**src/rtl/pixel_result_serializer.sv**
```systemverilog
`default_nettype none
// +--------------------------------------------------------------------------+
// | pixel_result_serializer                                                  |
// | Buffers result words in a FIFO and streams them out MSB byte first.      |
// | Revision: 1.0                                                            |
// +--------------------------------------------------------------------------+
module pixel_result_serializer #(
  parameter int WIDTH = 24,
  parameter int DEPTH = 8
) (
  input  logic             clk,
  input  logic             rst,
  input  logic             validIn,
  input  logic [WIDTH-1:0] dataIn,
  output logic [7:0]       byteOut,
  output logic             byteValid,
  input  logic             byteReady,
  output logic             fifoFull,
  output logic             overflow,
  output logic             busy
);

  localparam int BYTES = WIDTH / 8;
  localparam int PTR_W = (DEPTH > 1) ? $clog2(DEPTH) : 1;
  localparam int CNT_W = $clog2(DEPTH + 1);
  localparam int IDX_W = (BYTES > 1) ? $clog2(BYTES) : 1;

  typedef enum logic [0:0] {
    ST_IDLE = 1'b0,
    ST_SEND = 1'b1
  } state_t;

  state_t             state_q, state_d;
  logic [WIDTH-1:0]   shift_q, shift_d;
  logic [IDX_W-1:0]   byte_idx_q, byte_idx_d;
  logic [PTR_W-1:0]   rd_ptr_q, rd_ptr_d;
  logic [PTR_W-1:0]   wr_ptr_q, wr_ptr_d;
  logic [CNT_W-1:0]   count_q, count_d;
  logic               overflow_q, overflow_d;
  logic [WIDTH-1:0]   mem_q [DEPTH];

  logic w_not_empty;
  logic w_full;
  logic w_transfer;
  logic w_last_byte;
  logic w_pop;
  logic w_push;

  assign w_not_empty = (count_q != '0);
  assign w_full      = (count_q == CNT_W'(DEPTH));
  assign w_transfer  = (state_q == ST_SEND) && byteReady;
  assign w_last_byte = (byte_idx_q == IDX_W'(BYTES - 1));

  // A pop happens either to start from idle or to chain the next word with no bubble.
  assign w_pop  = w_not_empty &&
                  ((state_q == ST_IDLE) || (w_transfer && w_last_byte));
  assign w_push = validIn && (!w_full || w_pop);

  always_comb begin
    rd_ptr_d   = rd_ptr_q;
    wr_ptr_d   = wr_ptr_q;
    count_d    = count_q;
    overflow_d = overflow_q;

    if (w_pop) begin
      rd_ptr_d = rd_ptr_q + PTR_W'(1);
    end
    if (w_push) begin
      wr_ptr_d = wr_ptr_q + PTR_W'(1);
    end

    unique case ({w_push, w_pop})
      2'b10:   count_d = count_q + CNT_W'(1);
      2'b01:   count_d = count_q - CNT_W'(1);
      default: count_d = count_q;
    endcase

    if (validIn && !w_push) begin
      overflow_d = 1'b1;
    end
  end

  always_comb begin
    state_d    = state_q;
    shift_d    = shift_q;
    byte_idx_d = byte_idx_q;

    unique case (state_q)
      ST_IDLE: begin
        if (w_pop) begin
          shift_d    = mem_q[rd_ptr_q];
          byte_idx_d = '0;
          state_d    = ST_SEND;
        end
      end
      ST_SEND: begin
        if (w_transfer) begin
          if (!w_last_byte) begin
            shift_d    = shift_q << 8;
            byte_idx_d = byte_idx_q + IDX_W'(1);
          end else if (w_pop) begin
            shift_d    = mem_q[rd_ptr_q];
            byte_idx_d = '0;
          end else begin
            state_d = ST_IDLE;
          end
        end
      end
      default: state_d = ST_IDLE;
    endcase
  end

  always_ff @(posedge clk or posedge rst) begin
    if (rst) begin
      state_q    <= ST_IDLE;
      shift_q    <= '0;
      byte_idx_q <= '0;
      rd_ptr_q   <= '0;
      wr_ptr_q   <= '0;
      count_q    <= '0;
      overflow_q <= 1'b0;
    end else begin
      state_q    <= state_d;
      shift_q    <= shift_d;
      byte_idx_q <= byte_idx_d;
      rd_ptr_q   <= rd_ptr_d;
      wr_ptr_q   <= wr_ptr_d;
      count_q    <= count_d;
      overflow_q <= overflow_d;
    end
  end

  // Storage needs no reset: only slots between the pointers are ever read.
  always_ff @(posedge clk) begin
    if (w_push) begin
      mem_q[wr_ptr_q] <= dataIn;
    end
  end

  assign byteValid = (state_q == ST_SEND);
  assign byteOut   = shift_q[WIDTH-1 -: 8];
  assign fifoFull  = w_full;
  assign overflow  = overflow_q;
  assign busy      = byteValid || w_not_empty;

endmodule
`default_nettype wire
```
**config.mk**
```make
export PLATFORM = sky130hd
export DESIGN_NAME = pixel_result_serializer
export DESIGN_NICKNAME = d
export VERILOG_FILES = /design/src/rtl/pixel_result_serializer.sv
export SDC_FILE = /design/constraint.sdc
export NUM_CORES = 1
export LEC_CHECK = 0
export ABC_AREA = 1
export CORE_UTILIZATION = 57
export CTS_BUF_LIST = sky130_fd_sc_hd__clkbuf_2 sky130_fd_sc_hd__clkbuf_4 sky130_fd_sc_hd__clkbuf_8
export CTS_CLUSTER_SIZE = 10
export DETAILED_ROUTE_END_ITERATION = 12
export PLACE_DENSITY = 0.76
export SYNTH_ARGS = -nofsm -noshare
export SYNTH_HDL_FRONTEND = slang
export SYNTH_SLANG_ARGS = --single-unit
export TNS_END_PERCENT = 5
```
**constraint.sdc**
```tcl
create_clock -name clk -period 3.3 [get_ports clk]
set_input_delay 0.495 -clock clk [delete_from_list [all_inputs] [get_ports clk]]
set_output_delay 0.495 -clock clk [all_outputs]
set_load 0.01 [all_outputs]
```
Yosys cells after proc, flatten, opt, wreduce, memory -nomap -nowiden
Memory sizes are Yosys's and may differ from the RTL's.
Index checks and enable logic that the tools add are counted.
Storage, ports and cells
  bits in registers: 38
  RAM bits: 192
  bits of input ports: 28
  output and inout bits: 12
  logic and storage cells: 46
  memories: 1
Memory list
  mem_q: depth 8, bits a word 24, read ports 1, clocked after Yosys merged registers in 0, wr ports 1, RTL line 40  | logic [WIDTH-1:0] mem_q [DEPTH];
Cells by class
  $add $sub $neg: 5
  equality and inequality tests: 5
  multiplexer cells: 15
  bitwise gates (word level): 1
  reduce and logical (&&, ||, !) cells: 12
Operator list (count)
  $mux W24: 3
  $pmux W24 S2: 1
  $pmux W4 S2: 1
  $add A3 B1 Y3 const B: 2
  $mux W2: 3
  $logic_and A1 B1 Y1: 5
  $mux W1: 5
  $add A4 B1 Y4 const B: 1
  $eq A2 B2 Y1 const B: 2
  $eq A4 B4 Y1 const B: 1
  $pmux W2 S2: 1
  $reduce_bool A4 Y1: 1
  $sub A4 B1 Y4 const B: 1
  $logic_or A1 B1 Y1: 3
  $add A2 B1 Y2 const B: 1
  $eq A2 B1 Y1 const B: 1
  $logic_not A1 Y1: 2
  $ne A2 B1 Y1 const B: 1
  $pmux W1 S2: 1
  $reduce_bool A2 Y1: 1
  $not A1 Y1: 1

Depth between registers and ports, before layout
Gate-level depths: netlist of the first run.
  word-level depth: 8
  depth in mapped cells: 14
  mapped depth without buffers: 13

Worst setup path before layout of the first run
OpenSTA, ideal clock, no wires.
  kind: input port to flip-flop
  from: input port byteReady
  to: memory mem_q[0][0] (enable)
  arrival time: 2.211 ns
  data required time: 2.895 ns
  setup slack: 0.684 ns
  stages on the path: 7
  path through: nand2_1 nand2_2 nand2_4 nand2_2 nand2_1 or2_2 nor2_1
Between the ends
  word-level cells in the longest chain between the ends: 8
RTL lines
  from (decl): RTL line 17  | input logic byteReady,
  $logic_and A1 B1 Y1: RTL line 51  | assign w_transfer = (state_q == ST_SEND) && byteReady;
  $logic_and A1 B1 Y1: RTL line 56  | ((state_q == ST_IDLE) || (w_transfer && w_last_byte));
  $logic_or A1 B1 Y1: RTL line 56
  $logic_and A1 B1 Y1: RTL line 55  | assign w_pop = w_not_empty &&
  $logic_or A1 B1 Y1: RTL line 57  | assign w_push = validIn && (!w_full || w_pop);
  $logic_and A1 B1 Y1: RTL line 57
  $mux W1: RTL line 135  | if (w_push) begin
  $mux W1 (implied by the code): RTL line 136  | mem_q[wr_ptr_q] <= dataIn;
  to (decl): RTL line 40
No other way between the ends.

Worst setup path in the final report of the first run
  from: register count_q[0]
  to: output port busy
Between the ends
  word-level cells in the longest chain between the ends: 2
RTL lines
  from (decl): RTL line 38  | logic [CNT_W-1:0] count_q, count_d;
  from (signal assigned): RTL line 128  | count_q <= count_d;
  $reduce_bool A4 Y1: RTL line 49  | assign w_not_empty = (count_q != '0);
  $logic_or A1 B1 Y1: RTL line 144  | assign busy = byteValid || w_not_empty;
  to (decl): RTL line 20  | output logic busy
No other way between the ends.

==> impl_results.html, run 1 <==
<table>
<tr><th>Metric</th><th>Value</th></tr>
<tr><th colspan="2">Die</th></tr>
<tr><td>Number of placement rows</td><td>47</td></tr>
<tr><td>I/O pin count</td><td>40</td></tr>
<tr><td>Width of the die</td><td>134 um</td></tr>
<tr><td>Die area</td><td>17,900 um2</td></tr>
<tr><td>Area of the placeable core</td><td>16,800 um2</td></tr>
<tr><td>Effective utilization at floorplan</td><td>59.1%</td></tr>
<tr><td>Die Span Y</td><td>134 um</td></tr>
<tr><th colspan="2">Timing</th></tr>
<tr><td>Minimum hold slack</td><td>0.391 ns</td></tr>
<tr><td>Transition time at the pin with the least slew margin</td><td>1.07 ns</td></tr>
<tr><td>Slew HR</td><td>28.5%</td></tr>
<tr><td>Highest achievable clock rate</td><td>406 MHz</td></tr>
<tr><td>Final Cycle Share</td><td>74.6%</td></tr>
<tr><td>Count of endpoints failing setup in the final report</td><td>0</td></tr>
<tr><td>Max-slew violation total from the final report</td><td>0</td></tr>
<tr><td>Count of endpoints failing hold in the final timing report</td><td>0</td></tr>
<tr><td>Total negative setup slack</td><td>0 ns</td></tr>
<tr><td>RSZ-0062 raised after global routing</td><td>false</td></tr>
<tr><td>Worst Clk Skew</td><td>0.0216 ns</td></tr>
<tr><td>Clock period minus final worst setup slack</td><td>2.46 ns</td></tr>
<tr><th colspan="2">Power</th></tr>
<tr><td>Static Leakage</td><td>4.54 nW</td></tr>
<tr><td>Worst vdd ir</td><td>0.553 mV</td></tr>
<tr><td>Total power density per cell area</td><td>837 nW/um2</td></tr>
<tr><td>Sum of internal, switching and leakage power</td><td>9.36 mW</td></tr>
<tr><th colspan="2">Clock network</th></tr>
<tr><td>CTS tree</td><td>yes</td></tr>
<tr><td>Number of levels in the clock H-tree</td><td>2</td></tr>
<tr><td>CTS root buffer</td><td>sky130_fd_sc_hd__clkbuf_8</td></tr>
<tr><td>Number of buffers between clock root and the deepest sink</td><td>3</td></tr>
<tr><td>Post-CTS setup buffer count</td><td>0</td></tr>
<tr><td>Clock latency of the later-clocked register in the worst-skew pair</td><td>0.53 ns</td></tr>
<tr><td>Clock transition at the registers of the reported paths</td><td>0.06 ns</td></tr>
<tr><td>Post-cts repair resize count</td><td>0</td></tr>
<tr><td>Clock Sinks</td><td>230</td></tr>
<tr><td>CTS Buf Count</td><td>38</td></tr>
<tr><td>Hold-fix buffer count after cts</td><td>0</td></tr>
<tr><th colspan="2">GRT</th></tr>
<tr><td>Grt ovf</td><td>0</td></tr>
<tr><td>First-pass GRT wire length</td><td>33,000 um</td></tr>
<tr><td>Number of global-route vias before repair</td><td>6,450</td></tr>
<tr><td>Initial antenna violation count</td><td>0</td></tr>
<tr><td>Overall global routing resource usage</td><td>24.4%</td></tr>
<tr><td>Pin count of the biggest net entering global routing</td><td>104</td></tr>
<tr><th colspan="2">Worst setup path</th></tr>
<tr><td>Crit-path cells</td><td>nor2_1, nand2_1, or2_2, clkdlybuf4s50_1</td></tr>
<tr><td>Slowest stage delay, CP</td><td>0.48 ns</td></tr>
<tr><td>Maximum fanout along the worst path</td><td>4</td></tr>
<tr><td>Data arrival time at the worst-slack endpoint</td><td>1.97 ns</td></tr>
<tr><td>Required time reported for the critical path endpoint</td><td>2.80 ns</td></tr>
<tr><td>Start-to-end type of the worst setup path</td><td>reg -&gt; out</td></tr>
<tr><td>Element type at the critical path end</td><td>primary output</td></tr>
<tr><td>Critical-path cell with the highest stage delay</td><td>sky130_fd_sc_hd__clkdlybuf4s50_1</td></tr>
<tr><td>Bufs and invs on worst path</td><td>1</td></tr>
<tr><td>Delay-heaviest family, CP</td><td>simple AND/OR/NAND/NOR gates</td></tr>
<tr><td>Worst setup SP type</td><td>register</td></tr>
<tr><th colspan="2">Worst hold path</th></tr>
<tr><td>Worst min-delay path category</td><td>in -&gt; async</td></tr>
<tr><th colspan="2">Drt</th></tr>
<tr><td>Total via count in the routed design</td><td>6,697</td></tr>
<tr><td>Overall routed net length</td><td>20,900 um</td></tr>
<tr><td>Detailed-router iteration count before antenna repair</td><td>5</td></tr>
<tr><td>Final antenna-violating net count</td><td>0</td></tr>
<tr><td>DR vias/cell</td><td>5.37</td></tr>
<tr><td>Drt drc</td><td>0</td></tr>
<tr><td>Starting DRC count in detailed routing</td><td>642</td></tr>
<tr><td>Avg WL per Cell</td><td>16.7 um</td></tr>
<tr><th colspan="2">Logic synthesis</th></tr>
<tr><td>Synthesized Nets</td><td>989</td></tr>
<tr><td>Mapped Area</td><td>9900 um2</td></tr>
<tr><td>Dominant cells by area after synthesis</td><td>sky130_fd_sc_hd__edfxtp_1 (58%), sky130_fd_sc_hd__nand2_1 (13%), sky130_fd_sc_hd__dfrtp_1 (9.6%)</td></tr>
<tr><td>Area share of the leading cell type in the synthesized netlist</td><td>58.2%</td></tr>
<tr><td>Number of unique standard cell types used by synthesis</td><td>29</td></tr>
<tr><td>Flop and latch count out of synthesis</td><td>230</td></tr>
<tr><td>Warning count from the yosys run</td><td>0</td></tr>
<tr><td>Sequential share of the synthesized area</td><td>67.8%</td></tr>
<tr><td>Average cell area after synthesis</td><td>10.4 um2</td></tr>
<tr><td>Library cell with the largest summed area after synthesis</td><td>sky130_fd_sc_hd__edfxtp_1</td></tr>
<tr><td>Cells after synthesis</td><td>956</td></tr>
<tr><th colspan="2">Placement</th></tr>
<tr><td>Placer Congestion</td><td>0.788</td></tr>
<tr><td>Number of input and output port buffers inserted</td><td>39</td></tr>
<tr><td>Detailed-placement wirelength estimate</td><td>12,200 um</td></tr>
<tr><th colspan="2">Cells and area</th></tr>
<tr><td>Number of nets at the end of the flow</td><td>1,037</td></tr>
<tr><td>Combined area of the multi-input logic cells</td><td>2640 um2</td></tr>
<tr><td>Area added between synthesis and finish</td><td>13.0%</td></tr>
<tr><td>Total inserted antenna cells</td><td>0</td></tr>
<tr><td>Commonest non-fill, non-tap cells in the layout</td><td>sky130_fd_sc_hd__nand2_1 (354), sky130_fd_sc_hd__edfxtp_1 (192), sky130_fd_sc_hd__nand3_1 (133), sky130_fd_sc_hd__inv_1 (70), sky130_fd_sc_hd__clkbuf_8 (40)</td></tr>
<tr><td>Sequential cell area</td><td>6720 um2</td></tr>
<tr><td>Share of cells above drive strength 1</td><td>10.1%</td></tr>
<tr><td>Fill cells</td><td>1,287</td></tr>
<tr><td>Most common library cell in the layout ignoring fill and taps</td><td>sky130_fd_sc_hd__nand2_1</td></tr>
<tr><th colspan="2">Job</th></tr>
<tr><td>Count of max-cap constraint violations</td><td>0</td></tr>
<tr><th colspan="2">Outcome</th></tr>
<tr><td>Run status</td><td>finished clean</td></tr>
</table>
==> per-layer routing <==
layer	track usage [%]	routed length, um	vias to the layer above
met2	37.8	9660	251
met5	0	0	-
met1	33.7	9010	3129
li1	-	-	3269
met4	10.4	546	0
met3	5.40	1660	48
==> state kept, by name, summed over array words and instances, names as in the netlist <==
signal / cells
mem_q: 192
wr_ptr_q: 3
rd_ptr_q: 3
byteValid: 1
byte_idx_q: 2
shift_q: 24
overflow: 1
count_q: 4
==> synthesized netlist by cell type <==
cell type                  instances
sky130_fd_sc_hd__a21oi_1          31
sky130_fd_sc_hd__a31oi_1           1
sky130_fd_sc_hd__inv_1            70
sky130_fd_sc_hd__edfxtp_1        192
sky130_fd_sc_hd__nor2_4            1
sky130_fd_sc_hd__or2_2             9
sky130_fd_sc_hd__inv_2             4
sky130_fd_sc_hd__o32ai_1           1
sky130_fd_sc_hd__o21bai_1          1
sky130_fd_sc_hd__nand3_1         133
sky130_fd_sc_hd__nand4_1           1
sky130_fd_sc_hd__buf_6             2
sky130_fd_sc_hd__nor2_1           23
sky130_fd_sc_hd__xnor2_1           1
sky130_fd_sc_hd__fa_1              1
sky130_fd_sc_hd__o21ai_0          22
sky130_fd_sc_hd__clkinv_1          1
sky130_fd_sc_hd__nand2_2           3
sky130_fd_sc_hd__dfrtp_1          38
sky130_fd_sc_hd__clkbuf_1         21
sky130_fd_sc_hd__nand2_1         354
sky130_fd_sc_hd__buf_4             9
sky130_fd_sc_hd__or2_0             5
sky130_fd_sc_hd__xor2_1            3
sky130_fd_sc_hd__ha_1              4
sky130_fd_sc_hd__nand3b_1          1
sky130_fd_sc_hd__buf_2            22
sky130_fd_sc_hd__nor2_2            1
sky130_fd_sc_hd__nand2_4           1
==> metrics by stage <==
step / setup WS (ns) / std cells / util, % / area, um2
3_3_place_gp: 0.716 / 1184 / 62.6 / 10500
3_5_place_dp: 0.690 / 1184 / 62.6 / 10500
6_report: 0.839 / 1248 / 66.7 / 11200
5_1_grt: 0.710 / 1248 / 66.7 / 11200
2_1_floorplan: 0.684 / 956 / - / 9900
4_1_cts: 0.795 / 1248 / 66.7 / 11200
==> final cells by class <==
type | count | area share, %
clock buffers | 50 | 5.59
flip-flops and latches | 230 | 60.1
well taps | 220 | 2.46
clock inverters | 14 | 0.604
multi-input cells | 597 | 23.6
repair buffers | 62 | 5.15
inverters | 75 | 2.52
==> report_power, final <==
group | leakage (nW) | switching, mW | internal (mW)
logic | 1.97 | 2.16 | 1.01
clock network | 0.357 | 1.05 | 1.23
registers | 2.21 | 0.197 | 3.72
total | 4.54 | 3.41 | 5.95
==> path summary, 6_finish.rpt <==
| check | cells after the start | slack [ns] | endpoint | from |
|---|---|---|---|---|
| max reg2reg | 9 | 1.17 | mem_q[0][0] | byte_idx_q[0] |
| max | 4 | 0.84 | busy | count_q[0] |
| min | 3 | 0.39 | shift_q[17] | rst |
| max in group asynchronous | 3 | 2.53 | rd_ptr_q[0] | rst |
| min reg2reg | 1 | 0.50 | overflow | overflow |
| min in group clk | 1 | 0.50 | overflow | overflow |
==> worst min-delay path: cells and delay by family <==
kind	cells	cell delay (ns)
buffers and inverters	3	0.86
==> cell families (layout without fill, tap and decap cells) <==
kind of cell / Yosys count / count (layout) / synth area share, %
AOI/OAI and AO/OA: 56 / 56 / 2.91
xor gates and xnor gates: 4 / 4 / 0.354
adders and majority gates: 5 / 5 / 0.708
buffers and inverters: 129 / 201 / 5.66
DFF: 230 / 230 / 67.8
and+or+nand+nor: 532 / 532 / 22.5
Note: power is estimated with default switching activity, not from simulation.
==> run 2: changes to the inputs <==
clock period = 2.4 ns   (was 3.3 ns; I/O delays follow)
==> impl_results.html, run 2 (synthesis results as in run 1) <==
<table>
<tr><th>Metric</th><th>Value</th></tr>
<tr><th colspan="2">Outcome</th></tr>
<tr><td>Run status</td><td>finished clean</td></tr>
<tr><th colspan="2">Die</th></tr>
<tr><td>I/O pin count</td><td>40 (unchanged)</td></tr>
<tr><td>Area of the placeable core</td><td>16,800 um2 (unchanged)</td></tr>
<tr><td>Die Span Y</td><td>134 um (unchanged)</td></tr>
<tr><td>Number of placement rows</td><td>47 (unchanged)</td></tr>
<tr><td>Effective utilization at floorplan</td><td>59.1% (unchanged)</td></tr>
<tr><td>Width of the die</td><td>134 um (unchanged)</td></tr>
<tr><td>Die area</td><td>17,900 um2 (unchanged)</td></tr>
<tr><th colspan="2">Placement</th></tr>
<tr><td>Placer Congestion</td><td>0.810 (+2.8%)</td></tr>
<tr><td>Number of input and output port buffers inserted</td><td>39 (unchanged)</td></tr>
<tr><td>Detailed-placement wirelength estimate</td><td>13,500 um (+11%)</td></tr>
<tr><td>Placement-stage cell area</td><td>10,600 um2 (+1.2%)</td></tr>
<tr><th colspan="2">Power</th></tr>
<tr><td>Static Leakage</td><td>4.62 nW (+1.8%)</td></tr>
<tr><td>Combinational power share</td><td>34.1% (+0.3 points)</td></tr>
<tr><td>Clk pwr share</td><td>24.9% (+0.5 points)</td></tr>
<tr><td>Switching Power</td><td>4.80 mW (+41%)</td></tr>
<tr><td>Worst vdd ir</td><td>0.597 mV (+7.9%)</td></tr>
<tr><td>Internal power contribution</td><td>8.40 mW (+41%)</td></tr>
<tr><td>Switching power share of the total</td><td>36.4% (-0.050 points)</td></tr>
<tr><td>Total power density per cell area</td><td>1160 nW/um2 (+39%)</td></tr>
<tr><td>Sequential share of power</td><td>40.9% (-0.9 points)</td></tr>
<tr><th colspan="2">Worst setup path</th></tr>
<tr><td>Critical R2R Launch</td><td>byte_idx_q[0]</td></tr>
<tr><td>Start-to-end type of the worst setup path</td><td>reg -&gt; out</td></tr>
<tr><td>Data arrival time at the worst-slack endpoint</td><td>1.80 ns (-0.17 ns)</td></tr>
<tr><td>Worst setup SP type</td><td>register</td></tr>
<tr><td>Length in cells of the worst reg-to-reg path</td><td>9 (unchanged)</td></tr>
<tr><td>Worst R2R Setup Slack</td><td>0.46 ns (-0.71 ns)</td></tr>
<tr><td>Maximum fanout along the worst path</td><td>4 (unchanged)</td></tr>
<tr><td>Critical-path cell with the highest stage delay</td><td>sky130_fd_sc_hd__clkdlybuf4s50_1</td></tr>
<tr><td>Required time reported for the critical path endpoint</td><td>2.04 ns (-0.76 ns)</td></tr>
<tr><td>Critical register-to-register path endpoint</td><td>mem_q[2][10]</td></tr>
<tr><td>Slowest stage delay, CP</td><td>0.54 ns (+0.06 ns)</td></tr>
<tr><td>Crit-path cells</td><td>nor2_2, nand2_1, inv_1, clkdlybuf4s50_1</td></tr>
<tr><td>Element type at the critical path end</td><td>primary output</td></tr>
<tr><th colspan="2">Timing</th></tr>
<tr><td>Final Cycle Share</td><td>89.9%</td></tr>
<tr><td>RSZ-0062 raised after global routing</td><td>false</td></tr>
<tr><td>Highest achievable clock rate</td><td>463 MHz</td></tr>
<tr><td>Count of endpoints failing hold in the final timing report</td><td>0 (unchanged)</td></tr>
<tr><td>Slew HR</td><td>65.2% (+37 points)</td></tr>
<tr><td>Worst Clk Skew</td><td>0.0132 ns (-0.00841 ns)</td></tr>
<tr><td>Count of endpoints failing setup in the final report</td><td>0 (unchanged)</td></tr>
<tr><td>Max-slew violation total from the final report</td><td>0 (unchanged)</td></tr>
<tr><td>Transition time at the pin with the least slew margin</td><td>0.522 ns (-0.551 ns)</td></tr>
<tr><td>Clock period minus final worst setup slack</td><td>2.16 ns</td></tr>
<tr><th colspan="2">Clock network</th></tr>
<tr><td>Clock transition at the registers of the reported paths</td><td>0.06 ns (about the same)</td></tr>
<tr><td>Clock Sinks</td><td>230 (unchanged)</td></tr>
<tr><td>Clock latency of the later-clocked register in the worst-skew pair</td><td>0.52 ns (about the same)</td></tr>
<tr><td>Number of buffers between clock root and the deepest sink</td><td>3 (unchanged)</td></tr>
<tr><td>Hold-fix buffer count after cts</td><td>0 (unchanged)</td></tr>
<tr><td>Post-CTS setup buffer count</td><td>0 (unchanged)</td></tr>
<tr><td>CTS tree</td><td>yes</td></tr>
<tr><td>Number of levels in the clock H-tree</td><td>2 (unchanged)</td></tr>
<tr><td>CTS Buf Count</td><td>38 (unchanged)</td></tr>
<tr><td>CTS root buffer</td><td>sky130_fd_sc_hd__clkbuf_8</td></tr>
<tr><th colspan="2">Drt</th></tr>
<tr><td>Drt drc</td><td>0 (unchanged)</td></tr>
<tr><td>Starting DRC count in detailed routing</td><td>532 (-17%)</td></tr>
<tr><td>Total via count in the routed design</td><td>6,770 (+1.1%)</td></tr>
<tr><td>Detailed-router iteration count before antenna repair</td><td>5 (unchanged)</td></tr>
<tr><td>DR vias/cell</td><td>5.38 (+0.29%)</td></tr>
<tr><td>Final antenna-violating net count</td><td>0 (unchanged)</td></tr>
<tr><td>Overall routed net length</td><td>21,800 um (+4.6%)</td></tr>
<tr><td>Avg WL per Cell</td><td>17.4 um (+3.8%)</td></tr>
<tr><th colspan="2">Cells and area</th></tr>
<tr><td>Area added between synthesis and finish</td><td>14.6%</td></tr>
<tr><td>Most common library cell in the layout ignoring fill and taps</td><td>sky130_fd_sc_hd__nand2_1</td></tr>
<tr><td>Share of cells above drive strength 1</td><td>11.2% (+1.1 points)</td></tr>
<tr><td>Number of nets at the end of the flow</td><td>1,045 (+0.77%)</td></tr>
<tr><td>Total inserted antenna cells</td><td>0 (unchanged)</td></tr>
<tr><td>Number of flip-flops under the largest register name</td><td>192 (unchanged)</td></tr>
<tr><td>Largest register by flop count</td><td>mem_q</td></tr>
<tr><td>Biggest regs</td><td>mem_q: 192 flops, shift_q: 24 flops, count_q: 4 flops</td></tr>
<tr><td>Post-route cell area</td><td>11,300 um2 (+1.4%)</td></tr>
<tr><td>Commonest non-fill, non-tap cells in the layout</td><td>sky130_fd_sc_hd__nand2_1 (354), sky130_fd_sc_hd__edfxtp_1 (192), sky130_fd_sc_hd__nand3_1 (133), sky130_fd_sc_hd__inv_1 (70), sky130_fd_sc_hd__clkbuf_8 (41)</td></tr>
<tr><td>Core occupancy in the finished layout</td><td>67.7% (+0.95 points)</td></tr>
<tr><th colspan="2">GRT</th></tr>
<tr><td>Pin count of the biggest net entering global routing</td><td>72 (-31%)</td></tr>
<tr><td>Number of global-route vias before repair</td><td>6,713 (+4.1%)</td></tr>
<tr><td>Overall global routing resource usage</td><td>25.9% (+1.5 points)</td></tr>
<tr><td>Initial antenna violation count</td><td>0 (unchanged)</td></tr>
<tr><td>Grt ovf</td><td>0 (unchanged)</td></tr>
<tr><td>First-pass GRT wire length</td><td>34,900 um (+5.8%)</td></tr>
<tr><th colspan="2">Job</th></tr>
<tr><td>Count of max-cap constraint violations</td><td>0 (unchanged)</td></tr>
<tr><th colspan="2">Worst hold path</th></tr>
<tr><td>Worst min-delay path category</td><td>in -&gt; async</td></tr>
</table>
-- run 2: changes by cell type in the layout (fill, tap and decap cells not counted), moves of 2 or more --
cell                       previous run  this run
sky130_fd_sc_hd__buf_12               1         6
sky130_fd_sc_hd__buf_4               22        25
sky130_fd_sc_hd__clkbuf_4            10         8
sky130_fd_sc_hd__clkinv_2             0         5
-- run 2: repair_timing --
action,CTS,global route
gates resized for setup,0,2
setup endpoints to repair,0,1
hold endpoints to repair,0,0
-- run 2: worst max path at each step --
stage	start	to	slack, ns	cells after the start
global placement	byteReady	mem_q[4][19]	0.11	9
finish	count_q[0]	fifoFull	0.24	4
global route	count_q[0]	fifoFull	0.15	4
floorplan	byteValid	mem_q[0][0]	-0.20	6
detailed placement	byteReady	mem_q[2][6]	0.09	9
CTS	count_q[1]	busy	0.006	4
-- run 2: area by class of cell --
class	instances	area (um2)
Multi-Input combinational cell	597	2650
Sequential cell	230	6720
Clock inverter	17	100
Clock buffer	49	624
Inverter	75	282
Timing Repair Buffer	70	701
Fill cell	1298	5420
Tap cell	220	275
-- run 2: per-layer routing --
| layer | up-vias | global-route usage (%) | part of all wire, % |
|---|---|---|---|
| li1 | 3288 | - | - |
| met1 | 3187 | 34.7 | 42 |
| met2 | 246 | 42.4 | 49 |
| met3 | 49 | 4.01 | 6.4 |
| met4 | 0 | 11.4 | 3.2 |
| met5 | - | 0 | 0 |
-- run 2: critical path: cells and delay by family (launching register included) --
family / cells / cell delay [ns]
buf+inv: 2 / 0.64
flops: 1 / 0.42
simple gates: 2 / 0.23
-- run 2: power by group through the flow --
stage | Sequential [mW] | Combinational, mW | Clock [mW]
after floorplan | 5.40 | 3.13 | 0
after global placement | 5.45 | 4.37 | 0
after detailed placement | 5.47 | 4.48 | 0
after CTS | 5.40 | 4.51 | 3.34
after global routing | 5.46 | 5.05 | 3.51
final | 5.41 | 4.51 | 3.29
-- run 2: stage by stage --
stage | power [mW] | setup WS [ns] | hold WS (ns) | TNS [ns] | std cells
4_1_cts | 13.3 | 0.00646 | 0.262 | 0 | 1258
3_3_place_gp | 9.83 | 0.113 | 0.484 | 0 | 1192
6_report | 13.2 | 0.242 | 0.267 | 0 | 1258
5_1_grt | 14.0 | 0.150 | 0.301 | 0 | 1258
2_1_floorplan | 8.53 | -0.197 | 0.454 | -22.63 | 956
3_5_place_dp | 9.95 | 0.0894 | 0.486 | 0 | 1192
